`src/rtl/noc_local_ni.sv`:
```
// rtl/noc_local_ni.sv - Router Local-port network interface (TX packetizer, RX depacketizer)
// Optional build macro: PARITY_CHECK_EN enables RX parity checking on pe_rx_err.
// Ports:
//   clk, rst              clock, asynchronous active-low reset
//   cur_addr              own node address (header src field)
//   pe_tx_start/dst/len   packet request from PE; pe_tx_start_ready high in TX idle
//   pe_tx_valid/data      payload words from PE; pe_tx_ready accepts them
//   noc_tx_data/rts       flit and strobe to router L_RX/L_DRTS; noc_tx_cts = L_CTS
//   noc_rx_data/drts      flit and strobe from router L_TX/L_RTS; noc_rx_dcts = L_DCTS
//   pe_rx_valid/ready     payload words to PE with data, sop, eop, src, err
module noc_local_ni #(
  parameter int DATA_WIDTH = 32,
  parameter int AXIS       = 4,
  parameter int RX_DEPTH   = 4
) (
  input  logic                  clk,
  input  logic                  rst,
  input  logic [AXIS-1:0]       cur_addr,
  input  logic                  pe_tx_start,
  input  logic [AXIS-1:0]       pe_tx_dst,
  input  logic [11:0]           pe_tx_len,
  output logic                  pe_tx_start_ready,
  input  logic                  pe_tx_valid,
  input  logic [DATA_WIDTH-5:0] pe_tx_data,
  output logic                  pe_tx_ready,
  output logic [DATA_WIDTH-1:0] noc_tx_data,
  output logic                  noc_tx_rts,
  input  logic                  noc_tx_cts,
  input  logic [DATA_WIDTH-1:0] noc_rx_data,
  input  logic                  noc_rx_drts,
  output logic                  noc_rx_dcts,
  output logic                  pe_rx_valid,
  input  logic                  pe_rx_ready,
  output logic [DATA_WIDTH-5:0] pe_rx_data,
  output logic                  pe_rx_sop,
  output logic                  pe_rx_eop,
  output logic [AXIS-1:0]       pe_rx_src,
  output logic                  pe_rx_err
);
  localparam int AW = $clog2(RX_DEPTH);
  localparam logic [AW:0] DEPTH_C  = (AW+1)'(RX_DEPTH);
  localparam logic [AW:0] DCTS_MAX = DEPTH_C - (AW+1)'(2);

  typedef enum logic [1:0] {TX_IDLE, TX_HEAD, TX_BODY} tx_state_e;

  // Bit 0 makes the whole flit even parity.
  function automatic logic [DATA_WIDTH-1:0] add_par(input logic [DATA_WIDTH-1:1] f);
    return {f, ^f};
  endfunction

  // ---------------- TX ----------------
  tx_state_e             tx_state_q, tx_state_d;
  logic                  stage_valid_q, stage_valid_d;
  logic [DATA_WIDTH-1:0] stage_flit_q, stage_flit_d;
  logic [11:0]           rem_q, rem_d;
  logic [7:0]            seq_q, seq_d;
  logic                  word_acc;

  assign noc_tx_data       = stage_flit_q;
  assign noc_tx_rts        = stage_valid_q & noc_tx_cts;
  assign pe_tx_start_ready = (tx_state_q == TX_IDLE);
  // Accepting in HEAD lets the first body word replace the header as it issues.
  assign pe_tx_ready = (tx_state_q != TX_IDLE) && (rem_q != 12'd0) && (!stage_valid_q || noc_tx_rts);
  assign word_acc    = pe_tx_valid & pe_tx_ready;

  always_comb begin
    tx_state_d    = tx_state_q;
    stage_valid_d = stage_valid_q;
    stage_flit_d  = stage_flit_q;
    rem_d         = rem_q;
    seq_d         = seq_q;
    case (tx_state_q)
      TX_IDLE: begin
        if (pe_tx_start && pe_tx_len != 12'd0) begin
          stage_valid_d = 1'b1;
          stage_flit_d  = add_par({3'b001, pe_tx_len + 12'd1, pe_tx_dst, cur_addr, seq_q});
          rem_d         = pe_tx_len;
          seq_d         = seq_q + 8'd1;
          tx_state_d    = TX_HEAD;
        end
      end
      TX_HEAD: if (noc_tx_rts) tx_state_d = TX_BODY;
      TX_BODY: if (noc_tx_rts && rem_q == 12'd0) tx_state_d = TX_IDLE;
      default: tx_state_d = TX_IDLE;
    endcase
    if (word_acc) begin
      stage_valid_d = 1'b1;
      stage_flit_d  = add_par({(rem_q == 12'd1) ? 3'b100 : 3'b010, pe_tx_data});
      rem_d         = rem_q - 12'd1;
    end else if (noc_tx_rts) begin
      stage_valid_d = 1'b0;
    end
  end

  always_ff @(posedge clk or negedge rst) begin
    if (!rst) begin
      tx_state_q    <= TX_IDLE;
      stage_valid_q <= 1'b0;
      stage_flit_q  <= '0;
      rem_q         <= '0;
      seq_q         <= '0;
    end else begin
      tx_state_q    <= tx_state_d;
      stage_valid_q <= stage_valid_d;
      stage_flit_q  <= stage_flit_d;
      rem_q         <= rem_d;
      seq_q         <= seq_d;
    end
  end

  // ---------------- RX ----------------
  logic [DATA_WIDTH-1:0] mem_q [RX_DEPTH];
  logic [DATA_WIDTH-1:0] mem_d [RX_DEPTH];
  logic [AW-1:0]         wr_ptr_q, wr_ptr_d, rd_ptr_q, rd_ptr_d;
  logic [AW:0]           count_q, count_d;
  logic                  dcts_q, dcts_d;
  logic [AXIS-1:0]       src_q, src_d;
  logic                  sop_q, sop_d;
  logic [DATA_WIDTH-1:0] head;
  logic                  nempty, push, pop, is_hdr, is_data, is_tail;

  assign head    = mem_q[rd_ptr_q];
  assign nempty  = (count_q != '0);
  assign push    = noc_rx_drts && (count_q != DEPTH_C);
  assign is_hdr  = (head[31:29] == 3'b001);
  assign is_tail = (head[31:29] == 3'b100);
  assign is_data = is_tail || (head[31:29] == 3'b010);
  // Headers and unknown ids leave without PE involvement.
  assign pop     = nempty && (!is_data || pe_rx_ready);

  assign pe_rx_valid = nempty & is_data;
  assign pe_rx_data  = pe_rx_valid ? head[DATA_WIDTH-4:1] : '0;
  assign pe_rx_sop   = pe_rx_valid & sop_q;
  assign pe_rx_eop   = pe_rx_valid & is_tail;
  assign pe_rx_src   = src_q;
  assign noc_rx_dcts = dcts_q;

  always_comb begin
    mem_d    = mem_q;
    wr_ptr_d = wr_ptr_q;
    rd_ptr_d = rd_ptr_q;
    src_d    = src_q;
    sop_d    = sop_q;
    if (push) begin
      mem_d[wr_ptr_q] = noc_rx_data;
      wr_ptr_d        = wr_ptr_q + AW'(1);
    end
    if (pop) begin
      rd_ptr_d = rd_ptr_q + AW'(1);
      if (is_hdr) begin
        src_d = head[12:9];
        sop_d = 1'b1;
      end else if (is_data) begin
        sop_d = 1'b0;
      end
    end
    count_d = count_q + {{AW{1'b0}}, push} - {{AW{1'b0}}, pop};
    // Two free slots absorb a flit already in flight from the router.
    dcts_d  = (count_d <= DCTS_MAX);
  end

  always_ff @(posedge clk or negedge rst) begin
    if (!rst) begin
      for (int i = 0; i < RX_DEPTH; i++) mem_q[i] <= '0;
      wr_ptr_q <= '0;
      rd_ptr_q <= '0;
      count_q  <= '0;
      dcts_q   <= 1'b0;
      src_q    <= '0;
      sop_q    <= 1'b0;
    end else begin
      mem_q    <= mem_d;
      wr_ptr_q <= wr_ptr_d;
      rd_ptr_q <= rd_ptr_d;
      count_q  <= count_d;
      dcts_q   <= dcts_d;
      src_q    <= src_d;
      sop_q    <= sop_d;
    end
  end

`ifdef PARITY_CHECK_EN
  logic par_bad;
  logic hdr_err_q, hdr_err_d;

  assign par_bad   = ^head;
  // A bad header is reported on the packet's first payload word.
  assign pe_rx_err = pe_rx_valid & (par_bad | (sop_q & hdr_err_q));

  always_comb begin
    hdr_err_d = hdr_err_q;
    if (pop && is_hdr)       hdr_err_d = par_bad;
    else if (pop && is_data) hdr_err_d = 1'b0;
  end

  always_ff @(posedge clk or negedge rst) begin
    if (!rst) hdr_err_q <= 1'b0;
    else      hdr_err_q <= hdr_err_d;
  end
`else
  logic rx_par_unused;
  assign rx_par_unused = head[0];
  assign pe_rx_err     = 1'b0;
`endif

endmodule

```
`config.mk`:
```
export PLATFORM = sky130hd
export DESIGN_NAME = noc_local_ni
export DESIGN_NICKNAME = d
export VERILOG_FILES = /design/src/rtl/noc_local_ni.sv
export SDC_FILE = /design/constraint.sdc
export NUM_CORES = 1
export LEC_CHECK = 0
export BUFFER_PORTS_ARGS = -buffer_cell sky130_fd_sc_hd__buf_2
export CORE_ASPECT_RATIO = 0.9
export CORE_MARGIN = 4
export CORE_UTILIZATION = 47
export CTS_BUF_LIST = sky130_fd_sc_hd__clkbuf_8
export DETAILED_ROUTE_END_ITERATION = 10
export PLACE_DENSITY = 0.7
export SLEW_MARGIN = 15
export SYNTH_ARGS = -nofsm -noshare
export SYNTH_HDL_FRONTEND = slang
export SYNTH_SLANG_ARGS = --single-unit
```
`constraint.sdc`:
```
create_clock -name clk -period 3.85 [get_ports clk]
set_input_delay 0.5775 -clock clk [delete_from_list [all_inputs] [get_ports clk]]
set_output_delay 0.5775 -clock clk [all_outputs]
set_load 0.02 [all_outputs]
```
==> metrics.txt, run 1 <==
status=finished, final reports clean; Layout Area Growth over Synthesis=15.2%; drt drc=0; WL final=20900 um; Final Max Slew Viols=0; commonest cells after routing, fill and taps aside=dfrtp_1 (191), buf_2 (155), mux2_2 (89), nand2_1 (69), xnor2_1 (46); Peak VDD IR=about 0.44 mV; share of cells above drive strength 1=0.380; initial drt markers=roughly 330; IO Pins=approximately 160; nets=974; sequential element share of the synthesized area=0.507; yosys warns=0; number of global-route vias before repair=between 6000 and 7000; Final Total Pwr=8.02 mW; cells along the critical path=mux4_2 > xnor2_1 > nor3_2 > buf_4 > and2_1 > buf_2; die area=between 20000 and 25000 um^2; Top delay family on crit path=multiplexers; actual slew at the worst max-slew pin=approximately 760 ps; Max-slew headroom=0.493; largest net degree at the start of global routing=96; CP arrival=between 2000 and 3000 ps; RSZ-0062 raised after global routing=false; CTS Buffer Depth=2; Global Route Usage Sum=0.193; initial antenna violation count=1; Leak=roughly 5.1 nW; port buffer count=around 160; core area=approximately 20000 um^2; final setup vio count=0; Worst path max stage delay=610 ps; Tightest Hold Check Type=in2async; Detail Placement HPWL=roughly 15000 um; hold_ws=146 ps; critical path launch point type=register; Root Driver=clkbuf_8; Tmin final=3200 ps; Post-Syn Nets=around 830; DRT Pass-1 Iters=5; pwr dens=about 740 nW/um^2; Max Freq=312 MHz; via/cell ratio=roughly 5.5; Synth Instances=roughly 730; Worst Path Class, Setup=reg2out; fin area=10900 um^2; RePlAce Congestion=0.821; CTS buffer count=17; Die W=158 um; Worst Path Max Fanout=31; Post-Syn Area=~9500 um^2; postcts setup bufs=0; Die Y=about 140 um; crit end category=output port; CTS resizes=0; WL/cell=between 15 and 20 um; total clock sinks=192; CTS H-tree lvls=4; Post-synth top flop=dfrtp_1; Clock Latency Late Sink=around 460 ps; EDFF count, synth=0; Required @ worst endpoint=3270 ps; fin worst setup slack=between 600 and 700 ps; Antenna Nets Post-Route=0; most common cell after layout, fill and taps aside=dfrtp_1; Vias=around 6200; GR Overflow Total=0; Placed Area=approximately 11000 um^2; worst slack, placed=between 700 and 800 ps; Buf/Inv on CP=2; CTS clk-pin slew, worst paths=~110 ps; Tcrit/Tclk final=0.832; num rows=48; Antenna Cells=0; Async S/R FF share, synth=1.00; CP max stage cell=mux4_2; Fin. Hold Viols=0; Netlist cell types=58; first-pass GRT wire length=between 30000 and 40000 um; register bit count reported by yosys=192; mean area per synthesized cell=around 13 um^2; TNS Setup=0 ps; Hold Buf Count CTS=0; max-cap violations=0; CTS tree=yes; Initial Util=0.487; Worst Skew=approximately 16 ps
## registers in the layout, summed over array words and instances, names as in the netlist
register / count
stage_valid_q: 1
count_q: 3
tx_state_q: 2
rem_q: 12
wr_ptr_q: 2
sop_q: 1
noc_tx_data: 32
noc_rx_dcts: 1
mem_q: 124
rd_ptr_q: 2
pe_rx_src: 4
seq_q: 8
## final cells by class
class | instances | area (um^2)
clock buffer | 18 | 248
clock inverter | 14 | 146
fill | 1681 | 8550
inverter | 11 | 41.3
multi-input combinational | 478 | 4440
sequential | 192 | 4810
tap | 250 | 313
timing repair buffer | 172 | 910
## synthesized netlist by cell type (4+ instances only)
cell,instances,area share
mux4_2,31,0.074
nand2_1,69,0.027
o211ai_1,10,0.0079
mux2_2,89,0.11
a21oi_1,4,0.0021
a221o_1,9,0.0095
o21ai_0,4,0.0021
buf_1,18,0.0071
o22ai_1,4,0.0026
nand3_1,8,0.0042
nand4_1,5,0.0033
and3_1,5,0.0033
nand2b_1,5,0.0033
a22oi_1,18,0.014
and2_1,31,0.020
buf_2,14,0.0074
mux2_1,39,0.046
xnor3_1,7,0.017
nor2_1,19,0.0075
o311ai_1,6,0.0055
ha_1,14,0.018
xnor2_1,46,0.043
inv_1,11,0.0044
nor3_1,10,0.0053
clkbuf_1,11,0.0044
xor2_1,11,0.010
dfrtp_1,192,0.51
## power by group
part | internal, mW | switching, mW
clock network | 0.554 | 0.771
registers | 2.77 | 0.383
logic | 1.83 | 1.72
## worst paths after layout
| kind | startpoint | to | slack, ps | cells past startpoint |
|---|---|---|---|---|
| min in group clk | pe_tx_data[5] | noc_tx_data[6] | 360 | 3 |
| max in group asynchronous | rst | seq_q[4] | 2770 | 2 |
| min | rst | mem_q[66] | 150 | 1 |
| max reg2reg | rd_ptr_q[0] | noc_rx_dcts | 810 | 12 |
| min reg2reg | noc_tx_data[7] | noc_tx_data[7] | 480 | 2 |
| max | rd_ptr_q[0] | pe_rx_data[7] | 650 | 6 |
## cell families (layout without fill, tap and decap cells)
group,after synthesis,count (layout),share of synthesized area
fa+ha+maj,15,15,0.0206
buf+inv,56,215,0.0248
xor+xnor,65,65,0.0711
simple gates,167,167,0.0918
compound gates,71,71,0.0580
flops,192,192,0.507
other cells,1,1,0.000396
mux,159,159,0.226
## worst reg2reg max path: stages (launching register included)
cell and delay, ps:
dfrtp_2 550, mux4_2 610, xnor2_1 270, nor3_1 90
nor2_2 140, ha_1 250, inv_1 60, ha_1 130
inv_1 40, fa_1 370, xnor2_1 190, xnor2_1 170
a21oi_1 60
## routing by layer
metal | up-vias | GRT usage | wire length, um
li1 | 2902 | - | -
met3 | 20 | 0.0542 | 1360
met4 | 2 | 0.0493 | 253
met1 | 3109 | 0.264 | 9410
met2 | 165 | 0.308 | 9830
met5 | - | 0 | 13
## through the flow
step,std cells,util
finish,1135,0.561
global route,1135,0.561
CTS,1135,0.561
detailed placement,1103,0.540
global placement,1103,0.540
floorplan,726,-
Power figures use the tool's default switching activity.
==> inputs of run 2 (changes only) <==
ABC_AREA = 1   (was unset)
PLACE_DENSITY = 0.69   (was 0.7)
clock period = 3 ns   (was 3.85 ns; I/O delays follow)
==> run 2 against run 1 <==
Cell count up 43%. Global-route usage up 1.2 points. Routed wire length up 16%. Clock power up 28%. Combinational power up 87%. Largest cell class unchanged. Clock skew up 1.7 ps. Sequential share of layout area down 2.7 points. Via count up 36%. Critical endpoint is now pe_rx_data[4]. Core utilization down 0.43 points. Sequential cell count unchanged. Clock-buffer cell count unchanged.
==> metrics.txt, run 2 <==
final setup vio count=0 (unchanged); pwr dens=1100 nW/um^2 (was 735 nW/um^2); Initial Util=0.481 (was 0.487); final core utilization=0.556 (was 0.561); Worst path max stage delay=430 ps (was 610 ps); hold_sp=pe_tx_dst[0]; DRT Pass-1 Iters=5 (unchanged); initial antenna violation count=2 (was 1); cells along the critical path=buf_6 > a21oi_1 > a32oi_2 > xor2_1 > nor2_1 > bufinv_8 > a21oi_1 > buf_2 (was mux4_2 > xnor2_1 > nor3_2 > buf_4 > and2_1 > buf_2); Synth Instances=1178 (was 726); Yosys top cell by area=dfrtp_1 (unchanged); Antenna Nets Post-Route=0 (unchanged); adder-cell area share of the yosys netlist=0.0194 (was 0.0206); TNS Setup=0 ps (unchanged); Netlist cell types=41 (was 58); GR Overflow Total=0 (unchanged); Layout Area Growth over Synthesis=15.7% (was 15.2%); Die Y=147 um (was 143 um); FF-to-FF path depth=15 (was 12); CP max stage cell=dfrtp_2 (was mux4_2); Placed Area=11200 um^2 (was 10500 um^2); Peak VDD IR=0.555 mV (was 0.435 mV); commonest cells after routing, fill and taps aside=nand2_1 (266), dfrtp_1 (191), buf_2 (154), o21ai_0 (139), inv_1 (121) (was dfrtp_1 (191), buf_2 (155), mux2_2 (89), nand2_1 (69), xnor2_1 (46)); Max Freq=around 340 MHz; EDFF count, synth=0 (unchanged); first-pass GRT wire length=39800 um (was 34200 um); initial drt markers=548 (was 329); RePlAce Congestion=0.891 (was 0.821); Post-Synth Simple-Gate Area=0.166 (was 0.0918); FF-to-FF Start=rd_ptr_q[0] (unchanged); Vias=8409 (was 6198); hold_ws=205 ps (was 146 ps); Final Max Slew Viols=0 (unchanged); Worst Path Class, Setup=reg2out (unchanged); CTS tree=yes (unchanged); crit end category=output port (unchanged); mean area per synthesized cell=8.53 um^2 (was 13.0 um^2); Leak=5.63 nW (was 5.14 nW); top cells by area in the synthesized netlist=dfrtp_1 (48%), nand2_1 (9.9%), mux2_2 (7.0%) (was dfrtp_1 (51%), mux2_2 (11%), mux4_2 (7.4%)); number of global-route vias before repair=7995 (was 6511); R2R setup slack=320 ps (was 810 ps); Fin. Hold Viols=0 (unchanged); share of cells above drive strength 1=0.229 (was 0.380); Post-Syn Nets=1280 (was 828); Top delay family on crit path=buffers and inverters (was multiplexers); Final Total Pwr=12.8 mW (was 8.02 mW); actual slew at the worst max-slew pin=638 ps (was 755 ps); nets=1423 (was 974); via/cell ratio=5.19 (was 5.46); post-synthesis mux area share=0.0695 (was 0.226); Async S/R FF share, synth=1.00 (unchanged); sequential element share of the synthesized area=0.478 (was 0.507); status=finished, final reports clean (unchanged); area share of xor/xnor cells in the synthesized design=0.0480 (was 0.0711); num rows=50 (was 48); WL final=24300 um (was 20900 um); top-count cell post-synth=nand2_1 (was dfrtp_1); Post-synth top flop=dfrtp_1 (unchanged); Global Route Usage Sum=0.206 (was 0.193); register bit count reported by yosys=192 (unchanged); RSZ-0062 raised after global routing=true (was false); max FFs per register=124 (unchanged); CTS Buffer Depth=2 (unchanged); Worst path most repeated cell=a21oi_1; critical path launch point type=register (unchanged); Worst Skew=17.4 ps (was 15.7 ps); Detail Placement HPWL=16800 um (was 14500 um); Tcrit/Tclk final=0.976; Max-slew headroom=0.574 (was 0.493); Clock Latency Late Sink=470 ps (was 460 ps); Worst Setup SP=rd_ptr_q[0] (unchanged); CTS clk-pin slew, worst paths=110 ps (about the same); largest family of logic cells by synthesized area=simple AND/OR/NAND/NOR gates (was multiplexers); port buffer count=156 (unchanged); Synth top area share=0.478 (was 0.507); total clock sinks=192 (unchanged); Tmin final=~2900 ps; Buf/Inv on CP=3 (was 2); fin area=11600 um^2 (was 10900 um^2); max-cap violations=0 (unchanged); CP arrival=2480 ps (was 2620 ps); Post-Syn Area=10000 um^2 (was 9470 um^2); CTS H-tree lvls=4 (unchanged); Tightest Hold Check Type=in2reg (was in2async); drt drc=0 (unchanged); Root Driver=clkbuf_8 (unchanged); CTS buffer count=17 (unchanged); yosys warns=0 (unchanged); most common cell after layout, fill and taps aside=nand2_1 (was dfrtp_1); Compound-Gate Fraction of Synth Area=0.145 (was 0.0580); Die W=162 um (was 158 um); largest net degree at the start of global routing=73 (was 96); Required @ worst endpoint=2550 ps (was 3270 ps); Largest Register=mem_q (unchanged); cell count of the worst hold path=3; WP depth=8 (was 6); Post-synth top cells=nand2_1 (266), dfrtp_1 (192), o21ai_0 (139), inv_1 (122), a21oi_1 (88) (was dfrtp_1 (192), mux2_2 (89), nand2_1 (69), xnor2_1 (46), mux2_1 (39)); IO Pins=159 (unchanged); Worst Path Max Fanout=30 (was 31); core area=20900 um^2 (was 19500 um^2); die area=23800 um^2 (was 22500 um^2); WL/cell=15.0 um (was 18.4 um)
## run 2: changes by cell type in the layout (fill, tap and decap cells not counted), moves of 39 or more
cell     previous run  this run
mux2_1             39         0
nand3_1             8        54
a21oi_1             4        85
inv_1              11       121
o21ai_0             4       139
nand2_1            69       266
## run 2: through the flow
stage,setup slack (ps),instances
finish,71.5,1620
global route,-43.4,1620
CTS,32.8,1618
detailed placement,214,1586
global placement,259,1586
floorplan,579,1178
## run 2: worst paths after layout
check	end
worst min-delay path	noc_tx_data[13]
min in group asynchronous	mem_q[59]
worst max register to register	noc_rx_dcts
worst max-delay path	pe_rx_data[4]
max in group asynchronous	mem_q[10]
worst min register to register	noc_tx_data[31]
## run 2: where the power goes
part           total, mW  switching (mW)  internal, mW
Combinational       6.64            4.18          2.46
Clock               1.70            1.05         0.645
Sequential          4.45           0.581          3.87
Total               12.8            5.81          6.98
## run 2: layout make-up
class / instances / area, um^2
diodes: 1 / 2.50
repair buffers: 180 / 1030
multi-input cells: 800 / 4540
inverters: 130 / 503
flip-flops and latches: 192 / 4810
clock inverters: 13 / 138
fillers: 1922 / 9270
well taps: 286 / 358
clock buffers: 18 / 248
## run 2: what timing repair did
| action | 4_1_cts | 5_1_grt |
|---|---|---|
| buffers inserted | 0 | 1 |
| pin swaps | 1 | 2 |
| hold buffers | 1 | 0 |
| endpoints found under the hold margin | 7 | 0 |
| endpoints found under the setup margin | 29 | 21 |
| resized for setup | 5 | 5 |
## run 2: kinds of logic (layout without fill, tap and decap cells)
family | Yosys count | in the layout
DFF | 192 | 192
buffers and inverters | 186 | 341
and+or+nand+nor | 399 | 399
muxes | 62 | 62
adders and majority gates | 15 | 15
AOI/OAI and AO/OA | 268 | 268
other | 1 | 2
xor gates and xnor gates | 55 | 55
## run 2: worst register-to-register path, stage by stage, from the launching register on
cell and delay, ps:
dfrtp_2 390, buf_6 200, nand2_1 80, a22oi_2 270, xor2_1 230, nor2_1 60
nand2_1 50, nand2_1 70, inv_2 100, ha_1 230, inv_1 60, ha_1 130
inv_1 40, fa_1 370, xnor2_1 210, a21oi_1 60
## run 2: layer usage
layer	up-vias	part of all wire	GRT usage
met5	-	0.00029	0
li1	4145	-	-
met4	2	0.015	0.0664
met2	225	0.48	0.338
met3	28	0.052	0.0401
met1	4009	0.45	0.276
